<file path="src/rtl/alu_operand_loader_if.sv">
`default_nettype none
// ============================================================================
//  Module      : alu_operand_loader_if
//  Description : Operand-set bus between the operand loader and the 32-bit
//                ALU. The loader drives the registered operand set and its
//                valid flag. The ALU side returns ready.
//                  a_out     [31:0]  operand A, left-justified
//                  b_out     [31:0]  operand B, left-justified
//                  op_out    [2:0]   opcode
//                  unsig_out         unsigned-compare/arith flag
//                  out_valid         operand set valid
//                  out_ready         consumer accepts operand set
//  Revision    : 1.0  initial release
// ============================================================================
interface alu_operand_loader_if;
    logic [31:0] a_out;
    logic [31:0] b_out;
    logic [2:0]  op_out;
    logic        unsig_out;
    logic        out_valid;
    logic        out_ready;

    modport master (
        output a_out,
        output b_out,
        output op_out,
        output unsig_out,
        output out_valid,
        input  out_ready
    );

    modport slave (
        input  a_out,
        input  b_out,
        input  op_out,
        input  unsig_out,
        input  out_valid,
        output out_ready
    );
endinterface
`default_nettype wire

</file>
<file path="src/rtl/alu_operand_loader.sv">
`default_nettype none
// ============================================================================
//  Module      : alu_operand_loader
//  Description : Sequential front end for the 32-bit ALU. It debounces the
//                three push-buttons and steps through A / B / opcode capture
//                from the switches. It then presents one registered operand
//                set to the ALU with a valid/ready handshake.
//  Ports       : clk, rst        clock, synchronous active-high reset
//                SW[16:0]        switches: [7:0] A, [15:8] B, [2:0] opcode,
//                                [16] unsigned flag
//                KEY[3:1]        raw active-low buttons: 1=load, 2=clear,
//                                3=reissue
//                bus             operand bus (master modport)
//                state_dbg[1:0]  current FSM state
//                have_prev       a transaction completed since reset/clear
//                echo_out[31:0]  display echo (only with OPERAND_ECHO_EN)
//  Options     : `define OPERAND_ECHO_EN adds the registered echo_out port.
//  Revision    : 1.0  initial release
// ============================================================================
module alu_operand_loader #(
    parameter int DEBOUNCE_CYCLES = 16,
    parameter int PAD_W           = 24
) (
    input  wire logic                 clk,
    input  wire logic                 rst,
    input  wire logic [16:0]          SW,
    input  wire logic [3:1]           KEY,
    alu_operand_loader_if.master      bus,
`ifdef OPERAND_ECHO_EN
    output logic [31:0]               echo_out,
`endif
    output logic [1:0]                state_dbg,
    output logic                      have_prev
);

    localparam int c_CNT_W = $clog2(DEBOUNCE_CYCLES + 1);
    localparam logic [c_CNT_W-1:0] c_CNT_MAX = c_CNT_W'(DEBOUNCE_CYCLES - 1);
    localparam logic [c_CNT_W-1:0] c_CNT_ONE = c_CNT_W'(1);

    localparam logic [1:0] c_LOAD_A  = 2'd0;
    localparam logic [1:0] c_LOAD_B  = 2'd1;
    localparam logic [1:0] c_LOAD_OP = 2'd2;
    localparam logic [1:0] c_ISSUE   = 2'd3;

    // w_press[0] = KEY[1] load, [1] = KEY[2] clear, [2] = KEY[3] reissue
    logic [2:0] w_press;

    // ------------------------------------------------------------------
    // Key conditioning: synchroniser, debounce counter, press pulse
    // ------------------------------------------------------------------
    for (genvar g = 0; g < 3; g++) begin : g_key
        logic [1:0]         r_sync;
        logic [1:0]         r_vld;
        logic               r_deb;
        logic               r_armed;
        logic               r_press;
        logic [c_CNT_W-1:0] r_cnt;
        logic               w_differs;
        logic               w_settle;

        assign w_differs = (r_sync[1] != r_deb);
        assign w_settle  = w_differs && (r_cnt == c_CNT_MAX);

        always_ff @(posedge clk) begin
            if (rst) begin
                r_sync  <= 2'b11;
                r_vld   <= 2'b00;
                r_deb   <= 1'b1;
                r_armed <= 1'b0;
                r_press <= 1'b0;
                r_cnt   <= '0;
            end else begin
                r_sync  <= {r_sync[0], KEY[g+1]};
                r_vld   <= {r_vld[0], 1'b1};
                // The synchroniser's reset value is not a real sample, so the
                // key is armed only once a genuine released level has been
                // seen. A key held through reset therefore stays silent
                // until it is released and pressed again.
                if (r_vld[1] && r_sync[1])
                    r_armed <= 1'b1;
                if (w_settle) begin
                    r_deb <= r_sync[1];
                    r_cnt <= '0;
                end else if (w_differs) begin
                    r_cnt <= r_cnt + c_CNT_ONE;
                end else begin
                    r_cnt <= '0;
                end
                r_press <= w_settle && !r_sync[1] && r_armed;
            end
        end

        assign w_press[g] = r_press;
    end

    // ------------------------------------------------------------------
    // FSM
    // ------------------------------------------------------------------
    logic [1:0] r_state;
    logic [1:0] w_next_state;
    logic       w_clear;
    logic       w_cap_a;
    logic       w_cap_b;
    logic       w_cap_op;
    logic       w_reissue;
    logic       w_done;

    logic [7:0] r_a;
    logic [7:0] r_b;
    logic [2:0] r_op;
    logic       r_unsig;
    logic       r_out_valid;
    logic       r_have_prev;

    // State register
    always_ff @(posedge clk) begin
        if (rst)
            r_state <= c_LOAD_A;
        else
            r_state <= w_next_state;
    end

    // Event decode. Clear masks every other event, and load beats
    // reissue when both buttons land in the same cycle.
    always_comb begin
        w_clear   = w_press[1];
        w_cap_a   = 1'b0;
        w_cap_b   = 1'b0;
        w_cap_op  = 1'b0;
        w_reissue = 1'b0;
        w_done    = 1'b0;
        if (!w_clear) begin
            case (r_state)
                c_LOAD_A: begin
                    w_cap_a   = w_press[0];
                    w_reissue = !w_press[0] && w_press[2] && r_have_prev;
                end
                c_LOAD_B:  w_cap_b  = w_press[0];
                c_LOAD_OP: w_cap_op = w_press[0];
                default:   w_done   = r_out_valid && bus.out_ready;
            endcase
        end
    end

    // Next-state logic
    always_comb begin
        w_next_state = r_state;
        if (w_clear)
            w_next_state = c_LOAD_A;
        else if (w_cap_a)
            w_next_state = c_LOAD_B;
        else if (w_reissue)
            w_next_state = c_ISSUE;
        else if (w_cap_b)
            w_next_state = c_LOAD_OP;
        else if (w_cap_op)
            w_next_state = c_ISSUE;
        else if (w_done)
            w_next_state = c_LOAD_A;
    end

    // ------------------------------------------------------------------
    // Operand registers and handshake flags
    // ------------------------------------------------------------------
    always_ff @(posedge clk) begin
        if (rst) begin
            r_a         <= '0;
            r_b         <= '0;
            r_op        <= '0;
            r_unsig     <= 1'b0;
            r_out_valid <= 1'b0;
            r_have_prev <= 1'b0;
        end else begin
            if (w_clear) begin
                r_a     <= '0;
                r_b     <= '0;
                r_op    <= '0;
                r_unsig <= 1'b0;
            end else begin
                if (w_cap_a)
                    r_a <= SW[7:0];
                if (w_cap_b)
                    r_b <= SW[15:8];
                if (w_cap_op) begin
                    r_op    <= SW[2:0];
                    r_unsig <= SW[16];
                end
            end
            // Valid tracks the state being entered, so it rises the cycle
            // after the capturing edge and drops right after the handshake.
            r_out_valid <= (w_next_state == c_ISSUE);
            if (w_clear)
                r_have_prev <= 1'b0;
            else if (w_done)
                r_have_prev <= 1'b1;
        end
    end

    assign bus.a_out     = {r_a, {PAD_W{1'b0}}};
    assign bus.b_out     = {r_b, {PAD_W{1'b0}}};
    assign bus.op_out    = r_op;
    assign bus.unsig_out = r_unsig;
    assign bus.out_valid = r_out_valid;
    assign state_dbg     = r_state;
    assign have_prev     = r_have_prev;

`ifdef OPERAND_ECHO_EN
    // ------------------------------------------------------------------
    // Display echo: live switch view while loading, A while issuing
    // ------------------------------------------------------------------
    logic [31:0] r_echo;

    always_ff @(posedge clk) begin
        if (rst) begin
            r_echo <= '0;
        end else begin
            case (r_state)
                c_LOAD_A:  r_echo <= {SW[7:0], {PAD_W{1'b0}}};
                c_LOAD_B:  r_echo <= {SW[15:8], {PAD_W{1'b0}}};
                c_LOAD_OP: r_echo <= {29'b0, SW[2:0]};
                default:   r_echo <= {r_a, {PAD_W{1'b0}}};
            endcase
        end
    end

    assign echo_out = r_echo;
`endif

endmodule
`default_nettype wire

</file>
<file path="src/flat_wrapper.sv">
// flat-port wrapper written by rule: the top's interface ports become plain ports
module alu_operand_loader_flat 
#(
    parameter int DEBOUNCE_CYCLES = 16,
    parameter int PAD_W           = 24
)
  (clk, rst, SW, KEY, state_dbg, have_prev, bus_a_out, bus_b_out, bus_op_out, bus_unsig_out, bus_out_valid, bus_out_ready);
  alu_operand_loader_if bus_i ();
  input  wire logic clk;
  input  wire logic rst;
  input  wire logic [16:0] SW;
  input  wire logic [3:1] KEY;
  output logic [1:0] state_dbg;
  output logic have_prev;
  output wire logic [$bits(bus_i.a_out)-1:0] bus_a_out;
  output wire logic [$bits(bus_i.b_out)-1:0] bus_b_out;
  output wire logic [$bits(bus_i.op_out)-1:0] bus_op_out;
  output wire logic [$bits(bus_i.unsig_out)-1:0] bus_unsig_out;
  output wire logic [$bits(bus_i.out_valid)-1:0] bus_out_valid;
  input wire logic [$bits(bus_i.out_ready)-1:0] bus_out_ready;
  assign bus_a_out = bus_i.a_out;
  assign bus_b_out = bus_i.b_out;
  assign bus_op_out = bus_i.op_out;
  assign bus_unsig_out = bus_i.unsig_out;
  assign bus_out_valid = bus_i.out_valid;
  assign bus_i.out_ready = bus_out_ready;
  alu_operand_loader #(.DEBOUNCE_CYCLES(DEBOUNCE_CYCLES), .PAD_W(PAD_W)) u_core (.clk(clk), .rst(rst), .SW(SW), .KEY(KEY), .bus(bus_i), .state_dbg(state_dbg), .have_prev(have_prev));
endmodule
</file>
<file path="config.mk">
export PLATFORM = sky130hd
export DESIGN_NAME = alu_operand_loader_flat
export DESIGN_NICKNAME = d
export VERILOG_FILES = /design/src/rtl/alu_operand_loader_if.sv /design/src/rtl/alu_operand_loader.sv /design/src/flat_wrapper.sv
export SDC_FILE = /design/constraint.sdc
export NUM_CORES = 1
export LEC_CHECK = 0
export BUFFER_PORTS_ARGS = -buffer_cell sky130_fd_sc_hd__buf_2
export CAP_MARGIN = 10
export CORE_AREA = 8 8 92 94
export CTS_CLUSTER_DIAMETER = 30
export CTS_CLUSTER_SIZE = 28
export DETAILED_ROUTE_END_ITERATION = 10
export DIE_AREA = 0 0 100 102
export PLACE_DENSITY = 0.62
export SETUP_SLACK_MARGIN = 0.1
export SKIP_CTS_REPAIR_TIMING = 1
export SLEW_MARGIN = 5
export SYNTH_ARGS = -nofsm -noshare
export SYNTH_HDL_FRONTEND = slang
export SYNTH_SLANG_ARGS = --single-unit
export TNS_END_PERCENT = 5
</file>
<file path="constraint.sdc">
create_clock -name clk -period 2.6 [get_ports clk]
set_input_delay 0.52 -clock clk [delete_from_list [all_inputs] [get_ports clk]]
set_output_delay 0.52 -clock clk [all_outputs]
set_load 0.01 [all_outputs]
</file>
==> results of run 1 <==
==> per-stage QoR <==
stage          setup slack, ns  cell area, sq um  hold WS, ns  util, %
5_1_grt                  0.854              2640        0.370     37.4
2_1_floorplan             1.12              2580        0.389        -
3_3_place_gp              1.04              2530        0.393     35.9
3_5_place_dp              1.01              2530        0.392     35.9
6_report                 0.912              2640        0.392     37.4
4_1_cts                  0.925              2640        0.377     37.4
==> kinds of logic after synthesis <==
logic type | Yosys count | synth area share (%)
buffers and inverters | 64 | 18.2
other | 1 | 0.156
AOI/OAI and AO/OA | 20 | 4.95
xor gates and xnor gates | 9 | 3.28
and+or+nand+nor | 83 | 17.3
adders and majority gates | 6 | 3.13
DFF | 56 | 46.7
muxes | 15 | 6.25
==> routing by layer <==
layer  GRT usage (%)  vias up  wire length, microns
li1                -      819                     -
met1            8.23      705                  1630
met2            14.3       58                  2040
met3            4.36        4                   597
met4            2.79        0                    36
met5               0        -                     0
==> final cells by class <==
| class | instances | area share [%] |
|---|---|---|
| clock inverters | 2 | 1.33 |
| inverters | 7 | 0.995 |
| multi-input cells | 181 | 38.8 |
| flip-flops and latches | 56 | 42.4 |
| repair buffers | 47 | 9.00 |
| well taps | 99 | 4.69 |
| clock buffers | 6 | 2.75 |
==> sequential cells by signal (all words and copies together), names as in the netlist <==
register              flops
u_core.g_key.r_armed      3
u_core.state_dbg          2
u_core.bus.out_valid      1
u_core.bus.op_out         3
u_core.g_key.r_press      3
u_core.g_key.r_vld        2
u_core.have_prev          1
u_core.bus.unsig_out      1
u_core.r_a                8
u_core.g_key.r_deb        3
u_core.g_key.r_cnt       15
u_core.g_key.r_sync       6
u_core.r_b                8
==> final timing paths <==
path                                  start                   endpoint  slack, ns  cells past startpoint
setup / recovery        u_core.state_dbg[0]               state_dbg[0]       0.91                      1
hold reg to reg   u_core.g_key[2].r_sync[0]  u_core.g_key[2].r_sync[1]       0.41                      1
setup reg to reg        u_core.state_dbg[0]              u_core.r_b[4]       1.00                      4
hold / removal                       KEY[3]  u_core.g_key[2].r_sync[0]       0.39                      2
==> placed cells by master, fill, tap and decap left out, drive strengths merged <==
| master | n |
|---|---|
| a211o | 1 |
| a211oi | 1 |
| a21boi | 1 |
| a21oi | 13 |
| a221oi | 1 |
| a41oi | 1 |
| and3 | 3 |
| and4bb | 1 |
| buf | 47 |
| bufinv | 1 |
| clkbuf | 6 |
| clkinv | 1 |
| conb | 48 |
| dfxtp | 56 |
| ha | 6 |
| inv | 7 |
| mux2i | 15 |
| nand2 | 19 |
| nand2b | 1 |
| nand3 | 4 |
| nand4 | 3 |
| nor2 | 35 |
| nor2b | 2 |
| nor3b | 1 |
| nor4b | 1 |
| nor4bb | 2 |
| o211ai | 1 |
| o21ai | 1 |
| or2 | 7 |
| or3 | 3 |
| or4b | 1 |
| xnor2 | 6 |
| xor2 | 3 |
==> power by group through the flow <==
stage	clock (uW)	combinational (uW)	sequential, uW
6_report	552	73.7	874
5_1_grt	607	83.0	876
4_1_cts	575	71.4	874
3_5_place_dp	0	71.3	894
3_3_place_gp	0	70.7	894
2_1_floorplan	0	104	892
==> out/metrics.cfg, run 1 <==
[die]
dieArea_sq_mm=0.0102
rows=31
core-area_sq_mm=0.00706
die_w_microns=100
start_util_pct=34.0
ioPinCount=95
fp.dieH_microns=102

[pwr]
p_leak_uw=0.00114
switching_power_uw=326
clock_power_share_pct=36.8
power_frac_comb_pct=4.9
p_sw_share_pct=21.7
power_density_mw_per_mm2=568
finalPower_uw=1500
seqPwrFrac_pct=58.3
p_int_uw=1170
irDropWorstVdd_mv=0.202

[layout]
area.sequential_sq_mm=0.00112
n_antenna_cell=0
nets=327
multi_input_area_sq_mm=0.00102
nFillCells=735
instances_no_fill=398
synthToLayoutAreaGrowth_pct=10.0
drive_above_1_share_pct=21.4

[setup_path]
critPathLaunchType=flip-flop
worstPathMaxFanout=14
cpPeakStageDelay_ns=0.62
critical_path_class=reg -> out
worstSetupEndpointType=primary output
worst_ep_required_time_ns=2.08
cp.arrival_ns=1.17
worstPathCellList=buf_2
cp_num_buf_inv=1
worst_path_max_delay_cell=dfxtp_1
cp_top_family=flip-flops

[placed_design]
routabilityCongestion=0.715
hpwl_microns=3370
portBuffers=46
dpl.cell_count=390

[clock_tree]
cts.sinks=56
cts_buffers=5
tritoncts=done
clockRootBuffer=clkbuf_8
clockBufferDepth=2
clkLatencyLatePin_ns=0.31
clkTransAtPathRegs_ns=0.10
htree_num_levels=2

[global_routing]
grt_pass1_vias=1514
grt_max_degree=25
grt.overflow.total=0
grt_use_total_pct=8.20
grt_pass1_wl_microns=6710
antenna_found_initial=0

[synthesis]
synth_edf_count=0
yosysSeqAreaShare_pct=46.7
synth_most_common_cell=dfxtp_1
ys_async_sr_fraction_pct=0
synth.distinct_cells=34
yosys_warnings=0
synthCells=254
yosysTopAreaCell=dfxtp_1
synth_top_area_share_pct=46.7
synth.cells.most_frequent=56 x dfxtp_1, 49 x buf_4, 35 x nor2_1
syn_area_sq_mm=0.00240
avgSynthCellArea_sq_um=9.45
ys_seq_elements=56
synthFlopType=dfxtp_1
synth_area_leaders=dfxtp_1 47%, buf_4 15%, mux2i_1 6.3%, nor2_1 5.5%, ha_1 3.1%

[route]
drt_iter0_markers=36
vias_per_cell=3.98
vias=1586
wirelength_microns=4310
drc=0
first_pass_iters=3
avgRoutedWirePerCell_microns=10.8
ant_nets=0

[timing]
rsz0062_at_grt=no
max_freq_mhz=592
hold_violations=0
finalSetupViolations=0
fin_crit_sh_pct=64.9
fin_crit_ns=1.69
clock_skew_ns=0.00839
setup-tns-final_ns=0
finalMaxSlewViolations=0

[hold_path]
hp-class=in -> reg

[outcome]
status=finished clean

[run]
cap_violations=0

(Power assumes the default switching activity.)
==> inputs of run 2 (changes only) <==
- ABC_AREA: default -> 1
- PLACE_DENSITY: 0.62 -> 0.64
- clock period: 2.6 -> 1.4 ns (I/O delays scaled with it)
==> out/metrics.cfg, run 2 <==
[die]
ioPinCount=95  ; unchanged
core-area_sq_mm=0.00706  ; unchanged
die_w_microns=100  ; unchanged
rows=31  ; unchanged
dieArea_sq_mm=0.0102  ; unchanged
start_util_pct=33.6  ; -0.43 points
fp.dieH_microns=102  ; unchanged

[clock_tree]
clockRootBuffer=clkbuf_8
clkTransAtPathRegs_ns=0.09  ; about the same
clkLatencyLatePin_ns=0.30  ; about the same
clockBufferDepth=2  ; unchanged
htree_num_levels=2  ; unchanged
tritoncts=done
cts.sinks=56  ; unchanged
cts_buffers=5  ; unchanged

[synthesis]
ys_async_sr_fraction_pct=0  ; unchanged
synth_edf_count=0  ; unchanged
synth_top_area_share_pct=47.3  ; +0.59 points
synth.cells.most_frequent=56 x dfxtp_1, 54 x nor2_1, 48 x buf_4
ys_seq_elements=56  ; unchanged
synth_area_leaders=dfxtp_1 47%, buf_4 15%, nor2_1 8.5%, nand2_1 5.5%, inv_1 4.0%
synth_most_common_cell=dfxtp_1
synthCells=293  ; +15%
yosysSeqAreaShare_pct=47.3  ; +0.59 points
yosysTopAreaCell=dfxtp_1
synth.distinct_cells=23  ; -32%
syn_area_sq_mm=0.00237  ; -1.3%
avgSynthCellArea_sq_um=8.09  ; -14%
synthFlopType=dfxtp_1
yosys_warnings=0  ; unchanged

[layout]
final_cell_mix=50 x nor2_1, 50 x dfxtp_1, 48 x conb_1, 46 x buf_2, 26 x nand2_1
largestRegisters=u_core.g_key.r_cnt x15, u_core.r_a x8, u_core.r_b x8
nFillCells=767  ; +4.4%
largest_register_ffs=15  ; unchanged
drive_above_1_share_pct=29.6  ; +8.2 points
instances_no_fill=444  ; +12%
n_antenna_cell=0  ; unchanged
nets=373  ; +14%
top_register=u_core.g_key.r_cnt
synthToLayoutAreaGrowth_pct=17.2

[setup_path]
critical_path_class=reg -> reg
critPathLaunchType=flip-flop
worstPathMaxFanout=4  ; -10
cp.arrival_ns=1.54  ; +0.37 ns
r2r-end=u_core.g_key[2].r_cnt[2]
worst_ep_required_time_ns=1.62  ; -0.46 ns
worstSetupEndpointType=flip-flop
r2r_cells=7  ; +3
r2r_slack_ns=0.08  ; -0.92 ns
r2r_start=u_core.g_key[2].r_cnt[0]

[global_routing]
grt_max_degree=17  ; -32%
grt_pass1_wl_microns=7240  ; +7.8%
antenna_found_initial=0  ; unchanged
grt.overflow.total=0  ; unchanged
grt_use_total_pct=8.63  ; +0.43 points
grt_pass1_vias=1667  ; +10%

[timing]
finalMaxSlewViolations=0  ; unchanged
whs_ns=0.155  ; -0.236 ns
setup-tns-final_ns=0  ; unchanged
fin_ws_ns=0.0846  ; -0.827 ns
fin_crit_ns=1.32
clock_skew_ns=0.0108  ; +0.00243 ns
fin_crit_sh_pct=94.0
finalSetupViolations=0  ; unchanged
rsz0062_at_grt=yes
max_freq_mhz=760
hold_violations=0  ; unchanged

[route]
ant_nets=0  ; unchanged
first_pass_iters=4  ; +1
drc=0  ; unchanged
avgRoutedWirePerCell_microns=10.4  ; -3.9%
vias_per_cell=4.00  ; +0.32%
wirelength_microns=4620  ; +7.2%
vias=1775  ; +12%
drt_iter0_markers=74  ; +110%

[outcome]
status=finished clean

[placed_design]
portBuffers=46  ; unchanged
routabilityCongestion=0.741  ; +3.6%
dpl.cell_count=436  ; +12%
hpwl_microns=3580  ; +6.4%
pre_cts_ws_ns=0.0297  ; -0.983 ns

[hold_path]
min_from=KEY[2]
hold_path_end=u_core.g_key[1].r_sync[0]
hold_depth=2  ; unchanged
hp-class=in -> reg

[pwr]
switching_power_uw=613  ; +88%
p_leak_uw=0.00129  ; +13%
clock_power_share_pct=32.1  ; -4.7 points
p_int_uw=2020  ; +72%
power_frac_comb_pct=6.3  ; +1.4 points
p_sw_share_pct=23.3  ; +1.6 points
irDropWorstVdd_mv=0.347  ; +72%
seqPwrFrac_pct=61.6  ; +3.3 points
power_density_mw_per_mm2=946  ; +67%

[run]
cap_violations=0  ; unchanged

-- run 2: per-layer routing --
layer | global-route usage (%) | vias to the layer above | routed length, microns
met5 | 0 | - | 0
met4 | 2.67 | 0 | 40
li1 | - | 925 | -
met1 | 8.79 | 772 | 1810
met3 | 3.95 | 6 | 605
met2 | 15.4 | 72 | 2160
-- run 2: critical path: stages (launching register included) --
cell and delay, ns:
dfxtp_4 0.36, ha_4 0.15, nand2_2 0.07, nor2_2 0.05
ha_2 0.18, nor2_1 0.16, nand2_2 0.11, nor3b_2 0.17
-- run 2: power by group through the flow --
| stage | Combinational [uW] | Clock (uW) | Sequential (uW) |
|---|---|---|---|
| CTS | 154 | 888 | 1620 |
| global route | 189 | 940 | 1620 |
| floorplan | 207 | 0 | 1660 |
| finish | 167 | 843 | 1620 |
| detailed placement | 153 | 0 | 1660 |
| global placement | 153 | 0 | 1660 |
-- run 2: how the worst max path moves through the flow --
stage | start | to | slack, ns | depth (start not counted)
floorplan | u_core.g_key[0].r_cnt[0] | u_core.g_key[0].r_cnt[2] | 0.15 | 7
global placement | u_core.g_key[0].r_cnt[0] | u_core.g_key[0].r_cnt[2] | 0.09 | 7
detailed placement | u_core.g_key[0].r_cnt[0] | u_core.g_key[0].r_cnt[2] | 0.03 | 7
CTS | u_core.g_key[0].r_cnt[0] | u_core.g_key[0].r_cnt[2] | 0.01 | 7
global route | u_core.state_dbg[1] | u_core.r_a[4] | -0.02 | 5
finish | u_core.g_key[2].r_cnt[0] | u_core.g_key[2].r_cnt[2] | 0.08 | 7
-- run 2: final cells by class --
type | instances | area [sq um] | share of cell area (%)
Clock buffer | 7 | 76.3 | 2.75
Clock inverter | 1 | 8.76 | 0.315
Inverter | 27 | 101 | 3.65
Multi-Input combinational cell | 205 | 1080 | 38.9
Sequential cell | 56 | 1130 | 40.8
Tap cell | 99 | 124 | 4.46
Timing Repair Buffer | 49 | 253 | 9.10
-- run 2: kinds of logic after synthesis --
family,synth area share (%)
flops,47.3
buf+inv,20.3
simple gates,20.4
compound gates,7.60
xor+xnor,1.11
other cells,0.158
fa+ha+maj,3.17
-- run 2: through the flow --
step / utilization [%] / total power (uW) / cell area, sq um
2_1_floorplan: - / 1860 / 2550
3_3_place_gp: 36.0 / 1810 / 2540
3_5_place_dp: 36.0 / 1810 / 2540
4_1_cts: 37.2 / 2660 / 2630
5_1_grt: 39.3 / 2750 / 2780
6_report: 39.3 / 2630 / 2780
